==> config.mk <==
export PLATFORM = sky130hd
export DESIGN_NAME = piso_serializer
export DESIGN_NICKNAME = d
export VERILOG_FILES = /design/src/rtl/piso_serializer.sv
export SDC_FILE = /design/constraint.sdc
export NUM_CORES = 1
export LEC_CHECK = 0
export ABC_AREA = 1
export BUFFER_PORTS_ARGS = -buffer_cell sky130_fd_sc_hd__buf_2
export CORE_MARGIN = 2
export CORE_UTILIZATION = 45
export CTS_CLUSTER_DIAMETER = 50
export CTS_CLUSTER_SIZE = 28
export DETAILED_ROUTE_END_ITERATION = 6
export PLACE_DENSITY = 0.82
export SLEW_MARGIN = 10
export SYNTH_ARGS = -nofsm -noshare
export SYNTH_HDL_FRONTEND = slang
export SYNTH_SLANG_ARGS = --single-unit
==> constraint.sdc <==
create_clock -name clk -period 1.5 [get_ports clk]
set_clock_uncertainty 0.2 [all_clocks]
set_input_delay 0.075 -clock clk [delete_from_list [all_inputs] [get_ports clk]]
set_output_delay 0.075 -clock clk [all_outputs]
set_load 0.05 [all_outputs]
==> src/rtl/piso_serializer.sv <==
// Parallel-in / serial-out shifter. A word loaded while idle is presented one
// bit per en tick, starting the cycle after capture. All outputs come from
// flops that are fed by next-state logic, so no input reaches an output
// combinationally.
module piso_serializer #(
  parameter int WIDTH     = 4,
  parameter bit MSB_FIRST = 1'b1
) (
  input  logic             clk,
  input  logic             r,
  input  logic             load,
  input  logic [WIDTH-1:0] P,
  input  logic             en,
  output logic             ready,
  output logic             D,
  output logic             D_valid,
  output logic             first,
  output logic             done
);

  localparam int            CW   = $clog2(WIDTH + 1);
  localparam logic [CW-1:0] FULL = CW'(WIDTH);
  localparam logic [CW-1:0] ONE  = CW'(1);

  typedef enum logic {IDLE, SHIFT} state_t;

  state_t           state, state_n;
  logic [WIDTH-1:0] sr, sr_n;
  logic [CW-1:0]    cnt, cnt_n;
  logic             done_n;

  // Bit sitting at the output end of the shift register.
  function automatic logic out_bit(input logic [WIDTH-1:0] v);
    return MSB_FIRST ? v[WIDTH-1] : v[0];
  endfunction

  // Next-state: capture on load in IDLE, consume one bit per en in SHIFT.
  always_comb begin
    state_n = state;
    sr_n    = sr;
    cnt_n   = cnt;
    done_n  = 1'b0;
    case (state)
      IDLE: begin
        if (load) begin
          sr_n    = P;
          cnt_n   = FULL;
          state_n = SHIFT;
        end
      end
      SHIFT: begin
        if (en) begin
          sr_n = MSB_FIRST ? (sr << 1) : (sr >> 1);
          // Counter is never zero in SHIFT; the guard keeps it from wrapping.
          if (cnt != '0) cnt_n = cnt - ONE;
          if (cnt <= ONE) begin
            state_n = IDLE;
            done_n  = 1'b1;
          end
        end
      end
    endcase
  end

  // Datapath and state registers.
  always_ff @(posedge clk or posedge r) begin
    if (r) begin
      state <= IDLE;
      sr    <= '0;
      cnt   <= '0;
    end else begin
      state <= state_n;
      sr    <= sr_n;
      cnt   <= cnt_n;
    end
  end

  // Output registers, derived from next-state values so D leads with the
  // first bit right after the capturing edge.
  always_ff @(posedge clk or posedge r) begin
    if (r) begin
      ready   <= 1'b1;
      D       <= 1'b0;
      D_valid <= 1'b0;
      first   <= 1'b0;
      done    <= 1'b0;
    end else begin
      ready   <= (state_n == IDLE);
      D_valid <= (state_n == SHIFT);
      D       <= (state_n == SHIFT) & out_bit(sr_n);
      first   <= (state_n == SHIFT) && (cnt_n == FULL);
      done    <= done_n;
    end
  end

endmodule

Word-level counts from Yosys, hierarchy flattened
Index checks and enable logic that the tools add are counted.

Flip-flop bits (word level): 12. Bits of input ports: 8. Output and inout port bits: 5. Logic and storage cells: 33.

Add/subtract/negate cells: 1. $lt $le $gt $ge: 1. Eq/ne operators: 3. Multiplexer cells: 14. Bitwise gates (word level): 3. Reduce and logical (&&, ||, !) cells: 3.

Operator list (count): $mux 3 (3); $mux 4 (2); $pmux 4 s2 (1); $mux 1 (6); $pmux 3 s2 (1); $ne 2x2->1 const B (2); $eq 3x3->1 const B (1); $le 3x1->1 const B (1); $reduce_bool 3->1 (1); $sub 3x1->3 const B (1); $not 1->1 (2); $pmux 1 s2 (1); $reduce_and 2->1 (1); $and 1x1->1 (1); $logic_and 1x1->1 (1).

Logic depth before layout (Yosys ltp)
Gate-level depths: netlist of the first run.

Depth after elaboration: 6. Depth in mapped cells: 9. Mapped depth without buffers: 9.

Least setup slack after synthesis of the first run
OpenSTA, ideal clock, no wires.

Path kind: flip-flop to flip-flop. Start point: reg, netlist name D_valid. End point: reg first. Setup time: 0.126 ns. Arrival time: 1.203 ns. Required time: 1.174 ns. Slack: -0.029 ns. Stages on the path, launching flop included: 8. Buffers on the path: 0. Period minus slack after synthesis: 1.529 ns. Path through: dfrtp_1 -> nand2_2 -> nor2_1 -> nand2_1 -> nand2_4 -> nor2_2 -> nand2_1 -> nor2_2.

RTL lines: end signal, assigned (RTL line 91) `first <= (state_n == SHIFT) && (cnt_n == FULL);`; end, declared (RTL line 17) `output logic first,`.

Worst setup path after layout of the first run
Start point: reg cnt[0]. End point: reg first.

Word-level cells in the longest chain between the ends: 6. Elaborated cells on any way between the ends: 12. Classes of those cells: add/sub (1); order compare (1); eq/ne (1); mux (7); reduce/logical (2).

RTL lines: start, declared (RTL line 29) `logic [CW-1:0] cnt, cnt_n;`; start signal, assigned (RTL line 74) `cnt <= cnt_n;`; $sub 3x1->3 or $reduce_bool 3->1 (tied branches) (RTL line 55) `if (cnt != '0) cnt_n = cnt - ONE;`; $mux 3 (RTL line 55); $mux 3 (RTL line 52) `if (en) begin`; $pmux 3 s2 (RTL line 43) `case (state)`; $eq 3x3->1 (RTL line 91); $logic_and 1x1->1 * (RTL line 91).

Every way passes the cells marked *; elsewhere a longest branch is shown, timed or not. A chain may end at the register's enable or synchronous reset.

==> results.cfg, run 1 <==
[timing]
worst_slack_ns = 0.03272
rsz0062_at_grt = true
min_period_ns = 1.467
max_freq_mhz = 681.5
final.setup.tns_ns = 0
finalCritPeriodShare = 0.9782
setup_viol_count_final = 0
hold_viol = 0
max_slew_margin = 0.7169
worst_slew_pin_slew_ns = 0.4242
maxSlewViolCount = 0

[global_routing]
antenna_found_initial = 0
grt_pass1_vias = 411
grt_max_degree = 13
track_usage = 0.1792
grt.overflow.total = 0
grt_pass1_wl_um = 1766

[routing]
avgRoutedWirePerCell_um = 11.59
via_per_inst = 4.745
wirelength_um = 1275
drc = 0
firstDrtPassIters = 3
drt-initial-drc-count = 7
ant_nets = 0
vias = 522

[synth]
synth_seq_cells = 12
synthMuxAreaShare = 0
syn_nets = 79
synth_top_area_frac = 0.4641
yosys.area.top_type = dfrtp_1
ys_seq_area_frac = 0.5084
synth_top_family_by_area = simple AND/OR/NAND/NOR gates
synth_edf_count = 0
synth-main-ff-cell = dfrtp_1
synth_xor_area_frac = 0
synth-compound-area-share = 0.1203
syn_area_um2 = 593.1
synth_fa_ha_area_frac = 0.06329
synth.distinct_cells = 18
synthCells = 68
ys_warn_count = 0
synth_most_common_cell = nand2_1
async_flop_share = 1.000
synth-simple-area-share = 0.2300
avgSynthCellArea_um2 = 8.722
netlist_top_cells_count = 14 x nand2_1, 11 x dfrtp_1, 10 x inv_1
synth_area_leaders = dfrtp_1 46%, nand2_1 8.9%, ha_1 6.3%

[cts]
root_buffer = clkbuf_4
insertion_delay_ns = 0.26
ctsLongestPathBuffers = 2
numCtsBuffers = 3
cts.sinks = 12
htreeDepth = 1
clkTransAtPathRegs_ns = 0.07
cts_tree = yes

[floorplanning]
core_area_mm2 = 0.001269
start_util = 0.4675
die_x_um = 40.31
num_rows = 13
die_h_um = 40.31
pin_count = 13
die-area_mm2 = 0.001624

[finish]
fin_cells = 110
synthToLayoutAreaGrowth_pct = 48.10
drive_gt1_frac = 0.4421
nets = 107
num_antenna_cells = 0

[critical_path]
critPathLaunchType = register
critPathKind = register to register
worstPathArrival_ns = 1.47
reg2regPathDepth = 8
cp-end-kind = register
cp_max_fo = 4
ff2ff_setup_slack_ns = 0.03
crit_required_ns = 1.50

[pwr]
power_density_mw_per_mm2 = 2088
finalPower_w = 0.001834
vdd_drop_max_uv = 1363
p_leak_nw = 0.4557

[placement]
gp_congestion = 0.7297
dp_cells = 97
port_buffers = 12
dpl_worst_slack_ns = -0.03141
dpl.hpwl_um = 853.4

[hold_path]
hold_class = input port to asynchronous set/reset pin

[run]
maxCapViolations = 0

[run_status]
status = complete, no violations
## stage by stage
stage          cell area (µm²)    util  hold WS (ns)
3_5_place_dp             688.2  0.5424       -0.1084
5_1_grt                  878.3  0.6923        0.1912
4_1_cts                  798.3  0.6292        0.1528
2_1_floorplan            594.3       -       -0.2611
6_report                 878.3  0.6923        0.1434
3_3_place_gp             688.2  0.5424       -0.1178
## logic make-up after synthesis
logic type / after synthesis
fa+ha+maj: 3
flops: 12
buf+inv: 12
simple gates: 29
compound gates: 12
## timing repair
action / 4_1_cts / 5_1_grt
endpoints found under the hold margin: 20 / 0
pin swaps: 0 / 9
endpoints found under the setup margin: 2 / 3
resized for setup: 3 / 17
hold buffers: 7 / 0
buffers inserted: 0 / 2
## critical path, cell delays in order, from the launching register on
cell and delay [ns]:
dfrtp_2 0.45, inv_4 0.10, ha_4 0.14, nand2_4 0.06, nand2_4 0.07, nand2_2 0.05
a21oi_2 0.16, nand2_1 0.08, nor2_2 0.10
## flip-flops by register name, indices dropped and copies added, names as in the netlist
name,count
D_valid,1
cnt,3
D,1
sr,4
ready,1
done,1
first,1
## placed cells by master, fill, tap and decap left out
cell and instances:
buf_4 4, nand2_2 5, nor2_2 2, dfrtp_2 2, nand3_1 2, a21oi_2 2
nor2_1 5, clkbuf_8 1, o21bai_1 1, inv_1 8, clkinv_2 1, nand2_4 3
clkbuf_4 3, inv_4 2, a21oi_1 3, inv_2 1, buf_2 12, o21ai_0 1
dfrtp_1 9, o21ai_1 2, or2_0 1, nand2_1 11, ha_4 3, a22o_1 1
dfstp_2 1, dlygate4sd3_1 7, a22oi_1 2
## report_power, final
part           switching [W]  leakage (nW)  internal [W]  total (W)
Combinational       0.000639         0.288      0.000371    0.00101
Clock               0.000100        0.0210      0.000147   0.000247
Sequential          0.000109         0.147      0.000467   0.000576
Total               0.000849         0.456      0.000985    0.00183
## path summary, 6_finish.rpt
check,start,end
max,cnt[0],first
min,r,sr[1]
max in group asynchronous,r,ready
max reg2reg,cnt[0],first
min in group clk,sr[1],sr[1]
min reg2reg,sr[1],sr[1]
## layout make-up
type,instances,area (µm²)
Fill cell,94,390.4
Multi-Input combinational cell,44,307.8
Sequential cell,12,304.0
Timing Repair Buffer,23,160.2
Inverter,12,51.30
Clock buffer,4,36.28
Tap cell,15,18.77
## layer usage
metal,track usage,vias up,part of all wire
met3,0.05000,2,0.021
li1,-,266,-
met2,0.2581,7,0.50
met1,0.2305,247,0.47
met4,0.1250,0,0.0094
met5,0,-,0
Note: power is estimated with default switching activity, not from simulation.
==> run 2: changes to the inputs <==
--- a/config.mk
+++ b/config.mk
@@ -13,6 +13,7 @@
 export CTS_CLUSTER_SIZE = 28
 export DETAILED_ROUTE_END_ITERATION = 6
 export PLACE_DENSITY = 0.82
+export REMOVE_ABC_BUFFERS = 1
 export SLEW_MARGIN = 10
 export SYNTH_ARGS = -nofsm -noshare
 export SYNTH_HDL_FRONTEND = slang
==> results.cfg, run 2 (synthesis results as in run 1) <==
[pwr]
power_density_mw_per_mm2 = 2073
p_leak_nw = 0.4539
vdd_drop_max_uv = 1062

[finish]
most-common-layout-cells = 13 x nand2_1, 12 x buf_2, 11 x dfrtp_1, 8 x inv_1, 7 x dlygate4sd3_1
top_register = sr
largest_register_ffs = 4
final.fill_count = 110
synthToLayoutAreaGrowth_pct = 41.35
nets = 108
mostFrequentLayoutCell = nand2_1
drive_gt1_frac = 0.3854
reg.largest.list = sr (4), cnt (3)
num_antenna_cells = 0
fin_cells = 111
fin_util = 0.6608

[routing]
drt-initial-drc-count = 13
vias = 521
firstDrtPassIters = 4
ant_nets = 0
drc = 0
via_per_inst = 4.694
wirelength_um = 1170
avgRoutedWirePerCell_um = 10.54

[floorplanning]
start_util = 0.4675
die-area_mm2 = 0.001624
die_x_um = 40.31
core_area_mm2 = 0.001269
die_h_um = 40.31
pin_count = 13
num_rows = 13

[cts]
htreeDepth = 1
cts.sinks = 12
cts_tree = yes
numCtsBuffers = 3
insertion_delay_ns = 0.27
root_buffer = clkbuf_4
ctsLongestPathBuffers = 2
clkTransAtPathRegs_ns = 0.07

[critical_path]
cpPeakStageDelay_ns = 0.36
cp-end-kind = register
worstPathArrival_ns = 1.43
cp.buffers_inverters = 1
critPathLaunchType = register
slowest_stage = dfrtp_1
critPathKind = register to register
crit_required_ns = 1.51
cpLargestDelayFamily = simple AND/OR/NAND/NOR gates
crit_chain = inv_2, ha_1, o21bai_1, nand2_1, nand2_4, nor2_2, nand2_1, nor2_2
cp_max_fo = 4

[timing]
hold_viol = 0
setup_viol_count_final = 0
maxSlewViolCount = 0
min_period_ns = 1.418
max_slew_margin = 0.7138
finalCritPeriodShare = 0.9455
worst_slew_pin_slew_ns = 0.4289
max_freq_mhz = 705.1

[global_routing]
track_usage = 0.1641
grt.overflow.total = 0
antenna_found_initial = 0
grt_max_degree = 13
grt_pass1_vias = 416
grt_pass1_wl_um = 1635

[run]
maxCapViolations = 0

[run_status]
status = complete, no violations

[hold_path]
hold_class = input port to asynchronous set/reset pin

[placement]
gp_congestion = 0.7316
port_buffers = 12
dpl.hpwl_um = 818.4
dp_cells = 97
-- run 2: path summary, 6_finish.rpt --
kind                       startpoint    end  slack (ns)  cells after the start
min in group clk                sr[2]  sr[2]        0.30                      2
hold reg to reg                 sr[2]  sr[2]        0.30                      2
hold / removal                      r      D        0.15                      3
setup / recovery               cnt[1]  first        0.08                      8
setup reg to reg               cnt[1]  first        0.08                      8
max in group asynchronous           r  ready        0.62                      3
-- run 2: what timing repair did --
item,CTS,global route
pin swaps,0,4
gates resized for setup,2,7
cloned,0,0
hold buffers,7,0
endpoints found under the setup margin,1,3
buffers inserted,0,3
hold endpoints to repair,20,0
-- run 2: area by class of cell --
type | instances | area [µm²] | area share
multi-input cells | 44 | 267.8 | 0.3194
repair buffers | 24 | 167.7 | 0.2000
inverters | 12 | 46.29 | 0.05522
flip-flops and latches | 12 | 301.5 | 0.3597
well taps | 15 | 18.77 | 0.02239
clock buffers | 4 | 36.28 | 0.04328
-- run 2: power breakdown --
part | switching (W) | total, W | leakage [nW] | internal, W
registers | 0.0000903 | 0.000552 | 0.149 | 0.000462
logic | 0.000585 | 0.000935 | 0.284 | 0.000350
clock network | 0.000103 | 0.000251 | 0.0210 | 0.000148
total | 0.000778 | 0.00174 | 0.454 | 0.000960
-- run 2: stage by stage --
stage,instance area (µm²),setup TNS (ns),hold slack (ns),power [W],setup WS (ns)
finish,838.3,0,0.1544,0.001738,0.08172
detailed placement,686.9,-0.007536,-0.1049,0.001340,-0.007536
global route,838.3,-0.0003474,0.2009,0.001862,-0.0003474
CTS,797.0,0,0.1634,0.001630,0.008296
global placement,686.9,0,-0.1168,0.001326,0.008676
floorplan,593.1,-0.02935,-0.2610,0.001155,-0.02935
-- run 2: per-layer routing --
metal  wire (µm)  up-vias  track usage  share of wire
met3          53        5      0.05000          0.045
met5           0        -            0              0
met1         568      228       0.2278           0.49
met4          31        0       0.1250          0.026
met2         517       19       0.2097           0.44
li1            -      269            -              -
-- run 2: tightest hold or removal path: cells and delay by family --
kind | cells | cell delay, ns
buf+inv | 3 | 0.98
==> run 3: changes to the inputs <==
--- a/config.mk
+++ b/config.mk
@@ -8,12 +8,13 @@
 export ABC_AREA = 1
 export BUFFER_PORTS_ARGS = -buffer_cell sky130_fd_sc_hd__buf_2
 export CORE_MARGIN = 2
-export CORE_UTILIZATION = 45
+export CORE_UTILIZATION = 37
 export CTS_CLUSTER_DIAMETER = 50
 export CTS_CLUSTER_SIZE = 28
 export DETAILED_ROUTE_END_ITERATION = 6
-export PLACE_DENSITY = 0.82
+export PLACE_DENSITY = 0.71
 export REMOVE_ABC_BUFFERS = 1
+export SETUP_SLACK_MARGIN = 0.2
 export SLEW_MARGIN = 10
 export SYNTH_ARGS = -nofsm -noshare
 export SYNTH_HDL_FRONTEND = slang
==> results.cfg, run 3 (synthesis results as in run 1) <==
[run_status]
status = complete, no violations

[floorplanning]
die_h_um = 44.04
core_area_mm2 = 0.001506
die_x_um = 44.04
num_rows = 14
pin_count = 13
die-area_mm2 = 0.001939
start_util = 0.3937

[global_routing]
grt_max_degree = 13
antenna_found_initial = 0
grt_pass1_wl_um = 2277
grt.overflow.total = 0
track_usage = 0.1677
grt_pass1_vias = 560

[timing]
hold_viol = 0
max_freq_mhz = 699.9
min_period_ns = 1.429
maxSlewViolCount = 0
worst_slew_pin_slew_ns = 0.4559
setup_viol_count_final = 0
holdWs_ns = 0.03616
worst_slack_ns = 0.07129
max_slew_margin = 0.6958
rsz0062_at_grt = true
finalCritPeriodShare = 0.9525

[placement]
dpl.hpwl_um = 905.2
gp_congestion = 0.7987
port_buffers = 12
dp_cells = 97
dpl_worst_slack_ns = -0.01632

[finish]
most-common-layout-cells = 10 x dfrtp_1, 10 x nand2_1, 10 x buf_2, 8 x inv_1, 7 x dlygate4sd3_1
nets = 108
fin_cells = 112
final.fill_count = 130
top_register = sr
drive_gt1_frac = 0.4583
num_antenna_cells = 0
largest_register_ffs = 4
synthToLayoutAreaGrowth_pct = 48.31
reg.largest.list = sr (4), cnt (3)

[cts]
insertion_delay_ns = 0.27
cts_tree = yes
htreeDepth = 1
ctsLongestPathBuffers = 2
clkTransAtPathRegs_ns = 0.08
root_buffer = clkbuf_4
cts.sinks = 12
numCtsBuffers = 3

[pwr]
combPwrFrac = 0.582
p_int_w = 0.0009822
vdd_drop_max_uv = 879.7
power_density_mw_per_mm2 = 2102
finalPower_w = 0.001849
switching_share = 0.4687
seq_power_share = 0.304
p_leak_nw = 0.4593
power.switching_w = 0.0008664
p_clk_frac = 0.113

[critical_path]
cpPeakStageDelay_ns = 0.41
cpLargestDelayFamily = flip-flops
cp_max_fo = 4
cp.buffers_inverters = 2
cpMostUsedCell = o21ai_1
cp-end-kind = register
worstPathArrival_ns = 1.38
reg2regPathDepth = 7
crit_required_ns = 1.46
critPathLaunchType = register
slowest_stage = dfrtp_1
cp.depth = 7
critPathKind = register to register
crit_chain = inv_2, ha_1, nand2_1, a21oi_1, o21ai_1, o21ai_1, inv_1

[routing]
drc = 0
via_per_inst = 4.929
firstDrtPassIters = 4
wirelength_um = 1440
ant_nets = 0
vias = 552
drt-initial-drc-count = 9
avgRoutedWirePerCell_um = 12.86

[hold_path]
whs_path_depth = 4
hold_class = input port to register

[run]
maxCapViolations = 0
-- run 3: cell types whose count changed in the layout (fill, tap and decap cells not counted), sizes merged --
| cell | delta |
|---|---|
| clkinv | -1 |
| inv | +1 |
-- run 3: worst paths after layout --
kind | from | endpoint | slack, ns
max reg2reg | cnt[0] | cnt[2] | 0.07
min | en | D | 0.04
max | cnt[0] | cnt[2] | 0.07
min in group asynchronous | r | sr[1] | 0.14
max in group asynchronous | r | ready | 0.61
min reg2reg | sr[1] | sr[1] | 0.32
-- run 3: metrics by stage --
step	utilization	cell area [µm²]	setup TNS [ns]
floorplan	-	593.1	-0.02935
global placement	0.4518	680.7	0
detailed placement	0.4518	680.7	-0.01632
CTS	0.5540	834.6	0
global route	0.5839	879.6	-0.01918
finish	0.5839	879.6	0
-- run 3: worst min-delay path, delay by kind of cell --
| kind | cells | cell delay [ns] |
|---|---|---|
| AO/OA/AOI/OAI | 2 | 0.17 |
| buffers and inverters | 1 | 0.13 |
| AND/OR/NAND/NOR | 1 | 0.11 |
-- run 3: layer usage --
layer / part of all wire / GRT usage / vias up / routed length, µm
li1: - / - / 266 / -
met1: 0.45 / 0.2037 / 263 / 650
met2: 0.48 / 0.2765 / 18 / 694
met3: 0.039 / 0.02449 / 5 / 56
met4: 0.026 / 0.1091 / 0 / 38
met5: 0 / 0 / - / 0
-- run 3: layout make-up --
cell class                 count  area, µm²  share of cell area
timing repair buffer          24      176.4              0.2006
inverter                      12      47.55             0.05405
tap                           16      20.02             0.02276
multi-input combinational     44      306.5              0.3485
sequential                    12      302.8              0.3442
clock buffer                   4      26.28             0.02987
-- run 3: repair_timing --
item | in CTS | in global routing
endpoints found under the setup margin | 11 | 11
buffers inserted | 3 | 1
hold endpoints to repair | 19 | 0
resized for setup | 14 | 11
hold buffers | 7 | 0
pin swaps | 6 | 7
-- run 3: power by group through the flow --
| stage | combinational, W | clock, W | sequential [W] |
|---|---|---|---|
| 4_1_cts | 0.000960 | 0.000217 | 0.000559 |
| 5_1_grt | 0.00116 | 0.000233 | 0.000576 |
| 3_5_place_dp | 0.000791 | 0 | 0.000552 |
| 6_report | 0.00108 | 0.000209 | 0.000562 |
| 3_3_place_gp | 0.000776 | 0 | 0.000544 |
| 2_1_floorplan | 0.000438 | 0 | 0.000718 |
